**src/rtl/c24_pkg.sv**
```systemverilog
// Shared types and constants for the two-digit BCD 24-second shot clock.
// The down-count helper is used by both digit cells.
package c24_pkg;

    typedef logic [3:0] bcd_t;

    localparam bcd_t MOD_TENS       = 4'd2;
    localparam bcd_t MOD_UNITS_WRAP = 4'd3;
    localparam bcd_t BCD_MAX        = 4'd9;

    // A digit at zero reloads its wrap value; any other value steps down in binary.
    function automatic bcd_t count_down(input bcd_t q, input bcd_t wrap);
        return (q == 4'd0) ? wrap : q - 4'd1;
    endfunction

endpackage

```
**src/rtl/c24_digit.sv**
```systemverilog
// One 74x161-style down-counting digit cell: async clear, sync load, count, hold.
// The wrap value is supplied from outside so that the same cell serves both digits.
module c24_digit
    import c24_pkg::*;
(
    input  logic CP,
    input  logic CR,
    input  logic PE,
    input  logic CEP,
    input  logic CET,
    input  bcd_t D,
    input  bcd_t WRAP,
    output bcd_t Q,
    output logic TC
);

    bcd_t q_next;

    // Priority order: clear, then load, then count, otherwise hold.
    always_comb begin
        q_next = Q;
        if (!PE) begin
            q_next = D;
        end else if (CEP && CET) begin
            q_next = count_down(Q, WRAP);
        end
    end

    always_ff @(posedge CP or negedge CR) begin
        if (!CR) begin
            Q <= '0;
        end else begin
            Q <= q_next;
        end
    end

    assign TC = CET && (Q == 4'd0);

endmodule

```
**src/rtl/c24_counter.sv**
```systemverilog
// Two-digit BCD modulo-24 down counter for the shot clock.
// Chains the units borrow into the tens enable and selects the units wrap value.
module c24_counter
    import c24_pkg::*;
(
    input  logic       CP,
    input  logic       CR0,
    input  logic       CR1,
    input  logic       PE0,
    input  logic       PE1,
    input  logic       CEP0,
    input  logic       CET0,
    input  logic       CEP1,
    input  logic       CET1,
    input  logic [3:0] D0,
    input  logic [3:0] D1,
    output logic [3:0] Q0,
    output logic [3:0] Q1,
    output logic       TC0,
    output logic       TC1
);

    bcd_t units_wrap;
    logic tens_cet;

    // Units wraps 0 -> 3 only when tens is already 0, so that 00 is followed by 23.
    assign units_wrap = (Q1 == 4'd0) ? MOD_UNITS_WRAP : BCD_MAX;

    // Tens steps only when the units digit borrows; this also makes TC1 the expiry flag.
    assign tens_cet = CET1 && TC0;

    c24_digit u_units (
        .CP   (CP),
        .CR   (CR0),
        .PE   (PE0),
        .CEP  (CEP0),
        .CET  (CET0),
        .D    (D0),
        .WRAP (units_wrap),
        .Q    (Q0),
        .TC   (TC0)
    );

    c24_digit u_tens (
        .CP   (CP),
        .CR   (CR1),
        .PE   (PE1),
        .CEP  (CEP1),
        .CET  (tens_cet),
        .D    (D1),
        .WRAP (MOD_TENS),
        .Q    (Q1),
        .TC   (TC1)
    );

endmodule

```
**config.mk**
```make
export PLATFORM = sky130hd
export DESIGN_NAME = c24_counter
export DESIGN_NICKNAME = d
export VERILOG_FILES = /design/src/rtl/c24_pkg.sv /design/src/rtl/c24_digit.sv /design/src/rtl/c24_counter.sv
export SDC_FILE = /design/constraint.sdc
export NUM_CORES = 1
export LEC_CHECK = 0
export BUFFER_PORTS_ARGS = -buffer_cell sky130_fd_sc_hd__buf_4
export CAP_MARGIN = 20
export CORE_MARGIN = 2
export CORE_UTILIZATION = 39
export DETAILED_ROUTE_END_ITERATION = 6
export HOLD_SLACK_MARGIN = 0.06
export MAX_ROUTING_LAYER = met4
export PLACE_DENSITY = 0.72
export SLEW_MARGIN = 30
export SYNTH_ARGS = -nofsm -noshare
export SYNTH_HDL_FRONTEND = slang
export SYNTH_SLANG_ARGS = --single-unit
export TNS_END_PERCENT = 1
```
**constraint.sdc**
```tcl
create_clock -name CP -period 1.7 [get_ports CP]
set_clock_uncertainty 0.15 [all_clocks]
set_input_delay 0.255 -clock CP [delete_from_list [all_inputs] [get_ports CP]]
set_output_delay 0.255 -clock CP [all_outputs]
set_load 0.1 [all_outputs]
```
==> metrics.md, run 1 <==
| Metric | Value |
|---|---|
| Post-route DRC | `0` |
| Clk pin slew, worst setup/hold paths | `roughly 0.05 ns` |
| First-pass GRT wire length | `around 2800 um` |
| Setup crit end kind | `primary output` |
| CTS buffer count | `3` |
| Leading cell type in the layout, fill and taps excluded | `buf_4` |
| Minimum clock period | `2.08 ns` |
| Design Area, Final | `~1000 um2` |
| Min-Delay Path Class | `input port to flip-flop` |
| Place WS | `-0.251 ns` |
| Slew Limit Fails | `0` |
| Syn Area/Cell | `8.59 um2` |
| Max-Slew Margin vs Limit | `82.1%` |
| Most frequent cells in the layout | `35 x buf_4, 5 x a31oi_1, 5 x nor2_1` |
| Rows | `13` |
| Pwr dens | `~770 nW/um2` |
| Synth warn | `0` |
| Clk buf depth | `2` |
| VDD IR-drop max | `0.592 mV` |
| Routed via count | `~690` |
| Failing checks | `setup timing` |
| Top post-synthesis cells by area | `dfrtp_1 35%, a31oi_1 6.6%, inv_1 5.3%` |
| Antenna viol nets, final | `0` |
| Clk_lat worst skew | `between 0.2 and 0.3 ns` |
| Final setup fails | `3` |
| Drt first pass iters | `4` |
| Layout net count | `128` |
| Worst-Margin Slew | `between 0.2 and 0.3 ns` |
| IO Pins | `27` |
| Outcome | `finished, violations left` |
| Fmax | `about 480 MHz` |
| Final hold vios | `0` |
| Register bit total from synthesis | `8` |
| Placed cell area | `896 um2` |
| Chip Width | `42.1 um` |
| Post-Syn Instances | `66` |
| I/O Buffers | `26` |
| Post-synthesis cell type count | `29` |
| Root buffer cell | `clkbuf_4` |
| Syn nets | `85` |
| Critical path cell sequence | `inv_4 -> ha_4 -> or3b_4 -> nor3_4 -> buf_12` |
| Area leader, netlist | `dfrtp_1` |
| Total core area | `1330 um2` |
| Critical path class | `flip-flop to primary output` |
| DR WL/cell | `14.9 um` |
| Cell family with most CP delay | `simple AND/OR/NAND/NOR gates` |
| Drt via density | `5.57` |
| Initial Util | `42.5%` |
| Gr ovfl total | `0` |
| Final core occ | `76.6%` |
| Die H | `between 40 and 50 um` |
| Initial antenna violation count | `0` |
| Met3 global-route usage | `under 10%` |
| Clk sink count | `8` |
| CP required | `between 1 and 1.5 ns` |
| Setup_tns | `-0.559 ns` |
| Fin worst setup slack | `-0.376 ns` |
| DRT Wirelength | `~1800 um` |
| Crit path buffers/inverters | `2` |
| CTS H-Tree Depth | `1` |
| Static leakage | `roughly 0.00046 uW` |
| Drt initial violations | `23` |
| Max-capacitance violation count | `0` |
| Worst-path maximum fanout | `2` |
| Grt met1 use | `a little over a quarter` |
| FF+latch area | `around 210 um2` |
| Grt met2 use | `roughly 33%` |
| CP max stage delay | `between 0.4 and 0.5 ns` |
| Top cell type's share of synthesized area | `35.3%` |
| Slowest stage cell, crit path | `dfrtp_4` |
| Routability cong. | `about 0.79` |
| Final period util | `122%` |
| N_diodes | `0` |
| Largest net degree at the start of global routing | `9` |
| GRT Total Usage | `21.6%` |
| Die area | `around 1800 um2` |
| Final HPWL DP | `~1300 um` |
| CTS tree | `done` |
| RSZ-0062 raised after global routing | `true` |
| Filler cell count in the final layout | `94` |
| Layout area overhead | `80.4%` |
| CP arrival | `approximately 1.7 ns` |
| Synthesized area | `~570 um2` |
| Hold slack final | `just under 0.1 ns` |
| Area of the multi-input gates | `around 390 um2` |
| Share of cells above drive strength 1 | `a little under three fifths` |
| Vias in the first global route | `roughly 640` |
| Busiest layer in global routing | `met2` |
| Startpoint types | `flip-flop` |
| Seq/Total Area, Yosys | `between 30% and 40%` |
where the power goes:
part           internal, uW  leakage (uW)  total, uW  switching (uW)
clock network          89.3     0.0000150        147            58.1
registers               215     0.0000856        233            18.2
logic                   145      0.000357        405             260
total                   449      0.000457        786             337
cells in the mapped netlist:
cell type,n
nand4_1,2
clkbuf_1,1
nand2_1,2
nand4bb_4,1
a21oi_1,4
or3b_2,1
dfrtp_1,8
inv_1,8
nand3b_1,1
nor2b_1,3
o41ai_1,1
o31a_1,1
nand3_1,2
mux2i_1,1
o22a_1,1
o21ai_0,2
or3b_1,1
ha_1,2
nor4_1,1
nor2_1,6
nor3_1,1
and3_1,2
buf_1,1
o21bai_1,1
mux2_2,1
a31oi_1,6
and2_1,1
o31ai_1,2
or3_1,2
worst paths after layout:
check                                                 to  slack (ns)  cells after the start                     start
worst max-delay path                                 TC1       -0.38                      5   u_tens.Q[0]$_DFFE_PN0P_
worst min-delay path            u_units.Q[0]$_DFFE_PN0P_         0.1                      2                     D0[0]
worst max register to register  u_units.Q[1]$_DFFE_PN0P_       -0.05                      5  u_units.Q[1]$_DFFE_PN0P_
worst min register to register   u_tens.Q[3]$_DFFE_PN0P_        0.50                      3   u_tens.Q[1]$_DFFE_PN0P_
max in group asynchronous       u_units.Q[0]$_DFFE_PN0P_        1.10                      2                       CR0
min in group asynchronous        u_tens.Q[1]$_DFFE_PN0P_        0.18                      2                       CR1
worst reg2reg max path, delay by kind of cell (launching register included):
family | cells | cell delay [ns]
buffers and inverters | 1 | 0.09
adder cells (fa/ha/maj) | 1 | 0.18
flip-flops | 1 | 0.40
AND/OR/NAND/NOR | 2 | 0.58
AO/OA/AOI/OAI | 1 | 0.24
metal layers:
layer / up-vias / routed length, um
li1: 325 / -
met3: 8 / 130
met1: 315 / 730
met2: 37 / 887
met4: 0 / 85
met5: - / 0
through the flow:
stage	instances	total power, uW
after floorplan	66	477
after global placement	115	599
after detailed placement	115	602
after CTS	123	778
after global routing	123	837
final	123	786
final cells by class:
class                   count  share of cell area [%]
clock buffers               4                    2.57
inverters                   8                    3.79
multi-input cells          48                    38.3
flip-flops and latches      8                    20.8
well taps                  15                    1.84
repair buffers             40                    32.7
repair_timing:
item | 4_1_cts | 5_1_grt
gates resized for setup | 12 | 4
setup endpoints to repair | 8 | 8
hold buffers | 2 | 0
hold endpoints to repair | 8 | 0
cloned | 0 | 0
buffers inserted | 2 | 0
pin swaps | 3 | 4
logic make-up after synthesis:
| group | after synthesis | share of synthesized area, % |
|---|---|---|
| buf+inv | 10 | 6.62 |
| mux | 2 | 3.75 |
| flops | 8 | 35.3 |
| compound gates | 18 | 20.5 |
| fa+ha+maj | 2 | 4.41 |
| simple gates | 26 | 29.4 |
state kept, by name, summed over array words and instances (netlist names):
signal,flops
u_tens.Q,4
u_units.Q,4
Power figures use the tool's default switching activity.
==> run 2: changes to the inputs <==
--- a/config.mk
+++ b/config.mk
@@ -12,7 +12,7 @@
 export DETAILED_ROUTE_END_ITERATION = 6
 export HOLD_SLACK_MARGIN = 0.06
 export MAX_ROUTING_LAYER = met4
-export PLACE_DENSITY = 0.72
+export PLACE_DENSITY = 0.78
 export SLEW_MARGIN = 30
 export SYNTH_ARGS = -nofsm -noshare
 export SYNTH_HDL_FRONTEND = slang
==> run 2 against run 1 <==
  * The run still ends with setup timing left
  * Core utilization rose by 0.38 points
  * Largest cell class unchanged
  * Critical path depth did not move
  * Critical endpoint unchanged
  * Total power decreased by 0.28%
  * Highest routed layer is now met3
  * Clock-buffer cell count unchanged
==> metrics.md, run 2 (synthesis gave the netlist of run 1 again) <==
| Metric | Value |
|---|---|
| Outcome | `finished, violations left (unchanged)` |
| Failing checks | `setup timing (unchanged)` |
| Critical path cell sequence | `inv_4 -> ha_4 -> or3b_4 -> nor3_4 -> buf_12 (unchanged)` |
| Hold Crit Depth | `2 (unchanged)` |
| Clk buf depth | `2 (unchanged)` |
| N_diodes | `0 (unchanged)` |
| Leading cell type in the layout, fill and taps excluded | `buf_4 (unchanged)` |
| Final hold vios | `0 (unchanged)` |
| Final period util | `123% (was 122%)` |
| Static leakage | `0.000467 uW (was 0.000457 uW)` |
| Largest net degree at the start of global routing | `9 (unchanged)` |
| Die H | `42.1 um (unchanged)` |
| Fmax | `478 MHz (was 482 MHz)` |
| Layout net count | `131 (was 128)` |
| Rows | `13 (unchanged)` |
| Max-Slew Margin vs Limit | `77.7% (was 82.1%)` |
| Clk sink count | `8 (unchanged)` |
| CTS tree | `done (unchanged)` |
| Total core area | `1330 um2 (unchanged)` |
| Root buffer cell | `clkbuf_4 (unchanged)` |
| Dpl cells | `118 (was 115)` |
| IO Pins | `27 (unchanged)` |
| Setup crit end kind | `primary output (unchanged)` |
| Final HPWL DP | `1310 um (was 1260 um)` |
| Hold endpoint | `u_tens.Q[3]$_DFFE_PN0P_ (was u_units.Q[0]$_DFFE_PN0P_)` |
| Drt via density | `5.36 (was 5.57)` |
| Pwr dens | `763 nW/um2 (was 769 nW/um2)` |
| Hold slack final | `0.0975 ns (was 0.0970 ns)` |
| First-pass GRT wire length | `2880 um (was 2780 um)` |
| Chip Width | `42.1 um (unchanged)` |
| Minimum clock period | `2.09 ns (was 2.08 ns)` |
| DR WL/cell | `13.6 um (was 14.9 um)` |
| Slowest stage cell, crit path | `dfrtp_4 (unchanged)` |
| Initial Util | `42.5% (unchanged)` |
| Slew Limit Fails | `0 (unchanged)` |
| Vias in the first global route | `674 (was 638)` |
| CP required | `1.29 ns (about the same)` |
| Worst min-delay path startpoint | `PE1 (was D0[0])` |
| Cell count of the worst reg-to-reg path | `6 (was 5)` |
| Clk pin slew, worst setup/hold paths | `0.05 ns (about the same)` |
| DRT Wirelength | `1710 um (was 1830 um)` |
| Startpoint types | `flip-flop (unchanged)` |
| Layout area overhead | `81.2% (was 80.4%)` |
| I/O Buffers | `26 (unchanged)` |
| Reg2Reg Launch Point | `u_tens.Q[0]$_DFFE_PN0P_ (was u_units.Q[1]$_DFFE_PN0P_)` |
| Crit path buffers/inverters | `2 (unchanged)` |
| RSZ-0062 raised after global routing | `true (unchanged)` |
| Final setup fails | `2 (was 3)` |
| Drt initial violations | `17 (was 23)` |
| Gr ovfl total | `0 (unchanged)` |
| GRT Total Usage | `22.0% (was 21.6%)` |
| Post-route DRC | `0 (unchanged)` |
| Layout Cells excl Fill | `126 (was 123)` |
| Critical path class | `flip-flop to primary output (unchanged)` |
| Total power | `784 uW (was 786 uW)` |
| CP max stage delay | `0.49 ns (was 0.48 ns)` |
| Antenna viol nets, final | `0 (unchanged)` |
| VDD IR-drop max | `0.597 mV (was 0.592 mV)` |
| Min-Delay Path Class | `input port to flip-flop (unchanged)` |
| Initial antenna violation count | `0 (unchanged)` |
| Routability cong. | `0.802 (was 0.790)` |
| Biggest regs | `u_tens.Q: 4 flops, u_units.Q: 4 flops (unchanged)` |
| Worst-path maximum fanout | `2 (unchanged)` |
| CTS H-Tree Depth | `1 (unchanged)` |
| Setup slack, reg-to-reg | `0.01 ns (was -0.05 ns)` |
| Routed via count | `675 (was 685)` |
| Fin worst setup slack | `-0.393 ns (was -0.376 ns)` |
| Worst-Margin Slew | `0.330 ns (was 0.267 ns)` |
| Share of cells above drive strength 1 | `57.7% (was 57.4%)` |
| CP arrival | `1.69 ns (was 1.67 ns)` |
| CTS buffer count | `3 (unchanged)` |
| Drt first pass iters | `5 (was 4)` |
| Capturing point of the worst reg2reg path | `u_units.Q[3]$_DFFE_PN0P_ (was u_units.Q[1]$_DFFE_PN0P_)` |
| Most frequent cells in the layout | `39 x buf_4, 6 x a31oi_1, 5 x nor2_1 (was 35 x buf_4, 5 x a31oi_1, 5 x nor2_1)` |
| Max-capacitance violation count | `0 (unchanged)` |
| Cell family with most CP delay | `simple AND/OR/NAND/NOR gates (unchanged)` |
| Final core occ | `77.0% (was 76.6%)` |
| Clk_lat worst skew | `0.25 ns (about the same)` |
| Die area | `1770 um2 (unchanged)` |
[run 2: how the worst max path moves through the flow]
stage / startpoint / to / slack (ns) / cells past startpoint
2_1_floorplan: u_tens.Q[1]$_DFFE_PN0P_ / TC1 / -0.77 / 4
3_3_place_gp: u_tens.Q[1]$_DFFE_PN0P_ / TC1 / -0.21 / 5
3_5_place_dp: u_tens.Q[1]$_DFFE_PN0P_ / TC1 / -0.23 / 5
4_1_cts: u_tens.Q[0]$_DFFE_PN0P_ / TC1 / -0.38 / 5
5_1_grt: u_tens.Q[0]$_DFFE_PN0P_ / TC1 / -0.46 / 5
6_report: u_tens.Q[0]$_DFFE_PN0P_ / TC1 / -0.39 / 5
[run 2: per-stage QoR]
stage          setup WS, ns  setup TNS (ns)  cell area [um2]
2_1_floorplan        -0.772           -4.17              614
3_3_place_gp         -0.214          -0.323              918
3_5_place_dp         -0.229          -0.352              918
4_1_cts              -0.380          -0.467             1020
5_1_grt              -0.464          -0.874             1030
6_report             -0.393          -0.486             1030
[run 2: worst reg2reg max path, stage by stage (launching register included)]
cell	delay, ns
dfrtp_4	0.49
inv_4	0.07
ha_4	0.12
or3b_4	0.39
buf_4	0.15
nor2_2	0.09
o41ai_1	0.10
[run 2: metal layers]
metal | vias up | track usage (%) | wire length [um] | part of all wire [%]
li1 | 333 | - | - | -
met1 | 322 | 29.3 | 772 | 45
met2 | 20 | 33.1 | 848 | 50
met3 | 0 | 3.02 | 90 | 5.3
met4 | 0 | 10.0 | 0 | 0
met5 | - | - | 0 | 0
[run 2: final cells by class]
type / count / area, um2
multi-input combinational: 48 / 378
clock buffer: 4 / 26.3
fill: 96 / 307
tap: 15 / 18.8
sequential: 8 / 213
timing repair buffer: 43 / 353
inverter: 8 / 38.8
[run 2: timing repair]
action / in CTS / in global routing
hold endpoints to repair: 8 / 0
setup buffers: 2 / 0
pin swaps: 3 / 2
endpoints found under the setup margin: 6 / 7
hold buffers: 2 / 0
gates resized for setup: 11 / 2
[run 2: power by group]
group	internal [uW]	switching, uW	leakage [uW]	total (uW)
sequential	215	18.6	0.0000856	234
clock	89.4	59.6	0.0000150	149
combinational	146	255	0.000367	401
total	451	333	0.000467	784
==> run 3: changes to the inputs <==
--- a/config.mk
+++ b/config.mk
@@ -13,6 +13,7 @@
 export HOLD_SLACK_MARGIN = 0.06
 export MAX_ROUTING_LAYER = met4
 export PLACE_DENSITY = 0.78
+export RECOVER_POWER = 100
 export SLEW_MARGIN = 30
 export SYNTH_ARGS = -nofsm -noshare
 export SYNTH_HDL_FRONTEND = slang
==> constraint.sdc (replaced) <==
create_clock -name CP -period 1.85 [get_ports CP]
set_clock_uncertainty 0.15 [all_clocks]
set_input_delay 0.2775 -clock CP [delete_from_list [all_inputs] [get_ports CP]]
set_output_delay 0.2775 -clock CP [all_outputs]
set_load 0.1 [all_outputs]
==> run 3 against run 2 <==
  * Largest cell class unchanged
  * Combinational power fell by 20%
  * Sequential share of layout area rose by 2.2 points
  * Critical path type unchanged
  * Total power fell by 14%
  * The flow still finishes with violations (setup timing)
  * Routed wire length fell by 13%
  * Clock-buffer cell count did not move
  * Largest power group unchanged
==> metrics.md, run 3 (synthesis gave the netlist of run 1 again) <==
| Metric | Value |
|---|---|
| Worst-Margin Slew | `0.547 ns (was 0.330 ns)` |
| Pwr dens | `725 nW/um2 (was 763 nW/um2)` |
| Power share of the sequential group | `32.5% (was 29.8%)` |
| Startpoint types | `flip-flop (unchanged)` |
| DRT Wirelength | `1490 um (was 1710 um)` |
| Share of cells above drive strength 1 | `48.5% (was 57.7%)` |
| N_diodes | `0 (unchanged)` |
| GRT Total Usage | `19.7% (was 22.0%)` |
| Critical path class | `flip-flop to primary output (unchanged)` |
| Clk pin slew, worst setup/hold paths | `0.05 ns (about the same)` |
| First-pass GRT wire length | `2630 um (was 2880 um)` |
| Minimum clock period | `around 2.1 ns` |
| Filler cell count in the final layout | `115 (was 96)` |
| Routed via count | `632 (was 675)` |
| End of the critical path | `TC1 (unchanged)` |
| Failing checks | `setup timing (unchanged)` |
| Post-route DRC | `0 (unchanged)` |
| Drt via density | `5.36 (about the same)` |
| Clk buf depth | `2 (unchanged)` |
| Biggest regs | `u_tens.Q: 4 flops, u_units.Q: 4 flops (unchanged)` |
| Final HPWL DP | `1170 um (was 1310 um)` |
| Layout net count | `123 (was 131)` |
| Crit path depth | `5 (unchanged)` |
| Fmax | `between 400 and 500 MHz` |
| Slowest stage cell, crit path | `dfrtp_4 (unchanged)` |
| Initial antenna violation count | `0 (unchanged)` |
| CTS H-Tree Depth | `1 (unchanged)` |
| Min-Delay Path Class | `input port to flip-flop (unchanged)` |
| Chip Width | `42.1 um (unchanged)` |
| VDD IR-drop max | `0.442 mV (was 0.597 mV)` |
| Clk sink count | `8 (unchanged)` |
| Outcome | `finished, violations left (unchanged)` |
| Clock network power share | `19.8% (was 19.0%)` |
| Final hold vios | `0 (unchanged)` |
| Drt initial violations | `18 (was 17)` |
| Root buffer cell | `clkbuf_4 (unchanged)` |
| Rows | `13 (unchanged)` |
| Reg2Reg Launch Point | `u_units.Q[1]$_DFFE_PN0P_ (was u_tens.Q[0]$_DFFE_PN0P_)` |
| Switching Fraction | `43.4% (was 42.5%)` |
| Switching power | `292 uW (was 333 uW)` |
| Setup crit end kind | `primary output (unchanged)` |
| Static leakage | `0.000411 uW (was 0.000467 uW)` |
| IO Pins | `27 (unchanged)` |
| Clk_lat worst skew | `0.24 ns (was 0.25 ns)` |
| RSZ-0062 raised after global routing | `true (unchanged)` |
| Slew Limit Fails | `0 (unchanged)` |
| Vias in the first global route | `598 (was 674)` |
| Capturing point of the worst reg2reg path | `u_units.Q[1]$_DFFE_PN0P_ (was u_units.Q[3]$_DFFE_PN0P_)` |
| Worst-path maximum fanout | `2 (unchanged)` |
| Critical path cell sequence | `inv_4 -> ha_4 -> or3b_4 -> nor3_4 -> buf_12 (unchanged)` |
| Comb power frac | `47.7% (was 51.2%)` |
| Fin worst setup slack | `-0.247 ns (was -0.393 ns)` |
| Final setup fails | `2 (unchanged)` |
| Setup_tns | `-0.292 ns (was -0.486 ns)` |
| CTS tree | `done (unchanged)` |
| CP required | `1.42 ns (was 1.29 ns)` |
| Crit. Startpoint | `u_tens.Q[0]$_DFFE_PN0P_ (unchanged)` |
| Layout area overhead | `63.8% (was 81.2%)` |
| Routability cong. | `0.807 (was 0.802)` |
| CTS buffer count | `3 (unchanged)` |
| Cell count of the worst reg-to-reg path | `5 (was 6)` |
| Crit path buffers/inverters | `2 (unchanged)` |
| Final period util | `113%` |
| Max-capacitance violation count | `0 (unchanged)` |
| Largest net degree at the start of global routing | `9 (unchanged)` |
| Leading cell type in the layout, fill and taps excluded | `buf_4 (unchanged)` |
| Int Power | `381 uW (was 451 uW)` |
| Drt first pass iters | `4 (was 5)` |
| Cell family with most CP delay | `simple AND/OR/NAND/NOR gates (unchanged)` |
| Die H | `42.1 um (unchanged)` |
| CP arrival | `1.67 ns (was 1.69 ns)` |
| Antenna viol nets, final | `0 (unchanged)` |
| DR WL/cell | `12.6 um (was 13.6 um)` |
| Most frequent cells in the layout | `20 x buf_4, 8 x clkbuf_2, 6 x a31oi_1 (was 39 x buf_4, 6 x a31oi_1, 5 x nor2_1)` |
| Hold slack final | `0.121 ns (was 0.0975 ns)` |
| Total core area | `1330 um2 (unchanged)` |
| Gr ovfl total | `0 (unchanged)` |
| CP max stage delay | `0.49 ns (about the same)` |
| Die area | `1770 um2 (unchanged)` |
| Setup slack, reg-to-reg | `0.11 ns (was 0.01 ns)` |
| Initial Util | `42.5% (unchanged)` |
| I/O Buffers | `26 (unchanged)` |
| Max-Slew Margin vs Limit | `63.7% (was 77.7%)` |
run 3: repair_timing:
item	4_1_cts	5_1_grt
gates cloned	0	0
pin swaps	3	1
hold endpoints to repair	8	0
hold buffers	2	0
setup buffers	0	0
gates resized for setup	10	1
setup endpoints to repair	2	3
run 3: worst min path at each step:
stage | startpoint | end | slack (ns) | depth (start not counted)
finish | PE0 | u_units.Q[2]$_DFFE_PN0P_ | 0.12 | 2
global route | D0[0] | u_units.Q[0]$_DFFE_PN0P_ | 0.12 | 2
CTS | PE0 | u_units.Q[2]$_DFFE_PN0P_ | 0.12 | 2
detailed placement | CR0 | u_units.Q[2]$_DFFE_PN0P_ | -0.08 | 1
global placement | CR0 | u_units.Q[2]$_DFFE_PN0P_ | -0.08 | 1
floorplan | CR1 | u_tens.Q[2]$_DFFE_PN0P_ | -0.17 | 0
run 3: worst reg2reg max path: stages (launching register included):
cell and delay [ns]:
dfrtp_2 0.39, inv_1 0.11, ha_4 0.17, or3b_1 0.41, nor2b_1 0.16, o31a_1 0.24
run 3: cell type report:
cell class              count  area (um2)  area share (%)
inverters                   8        38.8            4.18
well taps                  15        18.8            2.02
multi-input cells          48         370            39.9
clock buffers               4        26.3            2.83
repair buffers             35         262            28.2
flip-flops and latches      8         213            22.9
run 3: metrics by stage:
step,util (%),setup WS (ns),cell area [um2],cells,total power [uW]
global route,69.6,-0.320,928,118,716
global placement,65.5,-0.0855,873,112,540
floorplan,-,-0.644,614,66,438
CTS,71.8,-0.254,957,118,690
finish,69.6,-0.247,928,118,673
detailed placement,65.5,-0.110,873,112,542
run 3: power by group through the flow:
stage | Clock, uW | Sequential (uW) | Combinational (uW)
after floorplan | 0 | 355 | 83.8
after global placement | 0 | 220 | 319
after detailed placement | 0 | 221 | 321
after CTS | 138 | 218 | 334
after global routing | 152 | 221 | 343
final | 133 | 218 | 321
run 3: per-layer routing:
layer	vias to the layer above	routed length [um]	global-route usage, %	part of all wire [%]
met2	30	727	29.4	49
met4	0	5	5.63	0.34
met1	286	653	26.9	44
met3	2	106	4.31	7.1
met5	-	0	-	0
li1	314	-	-	-
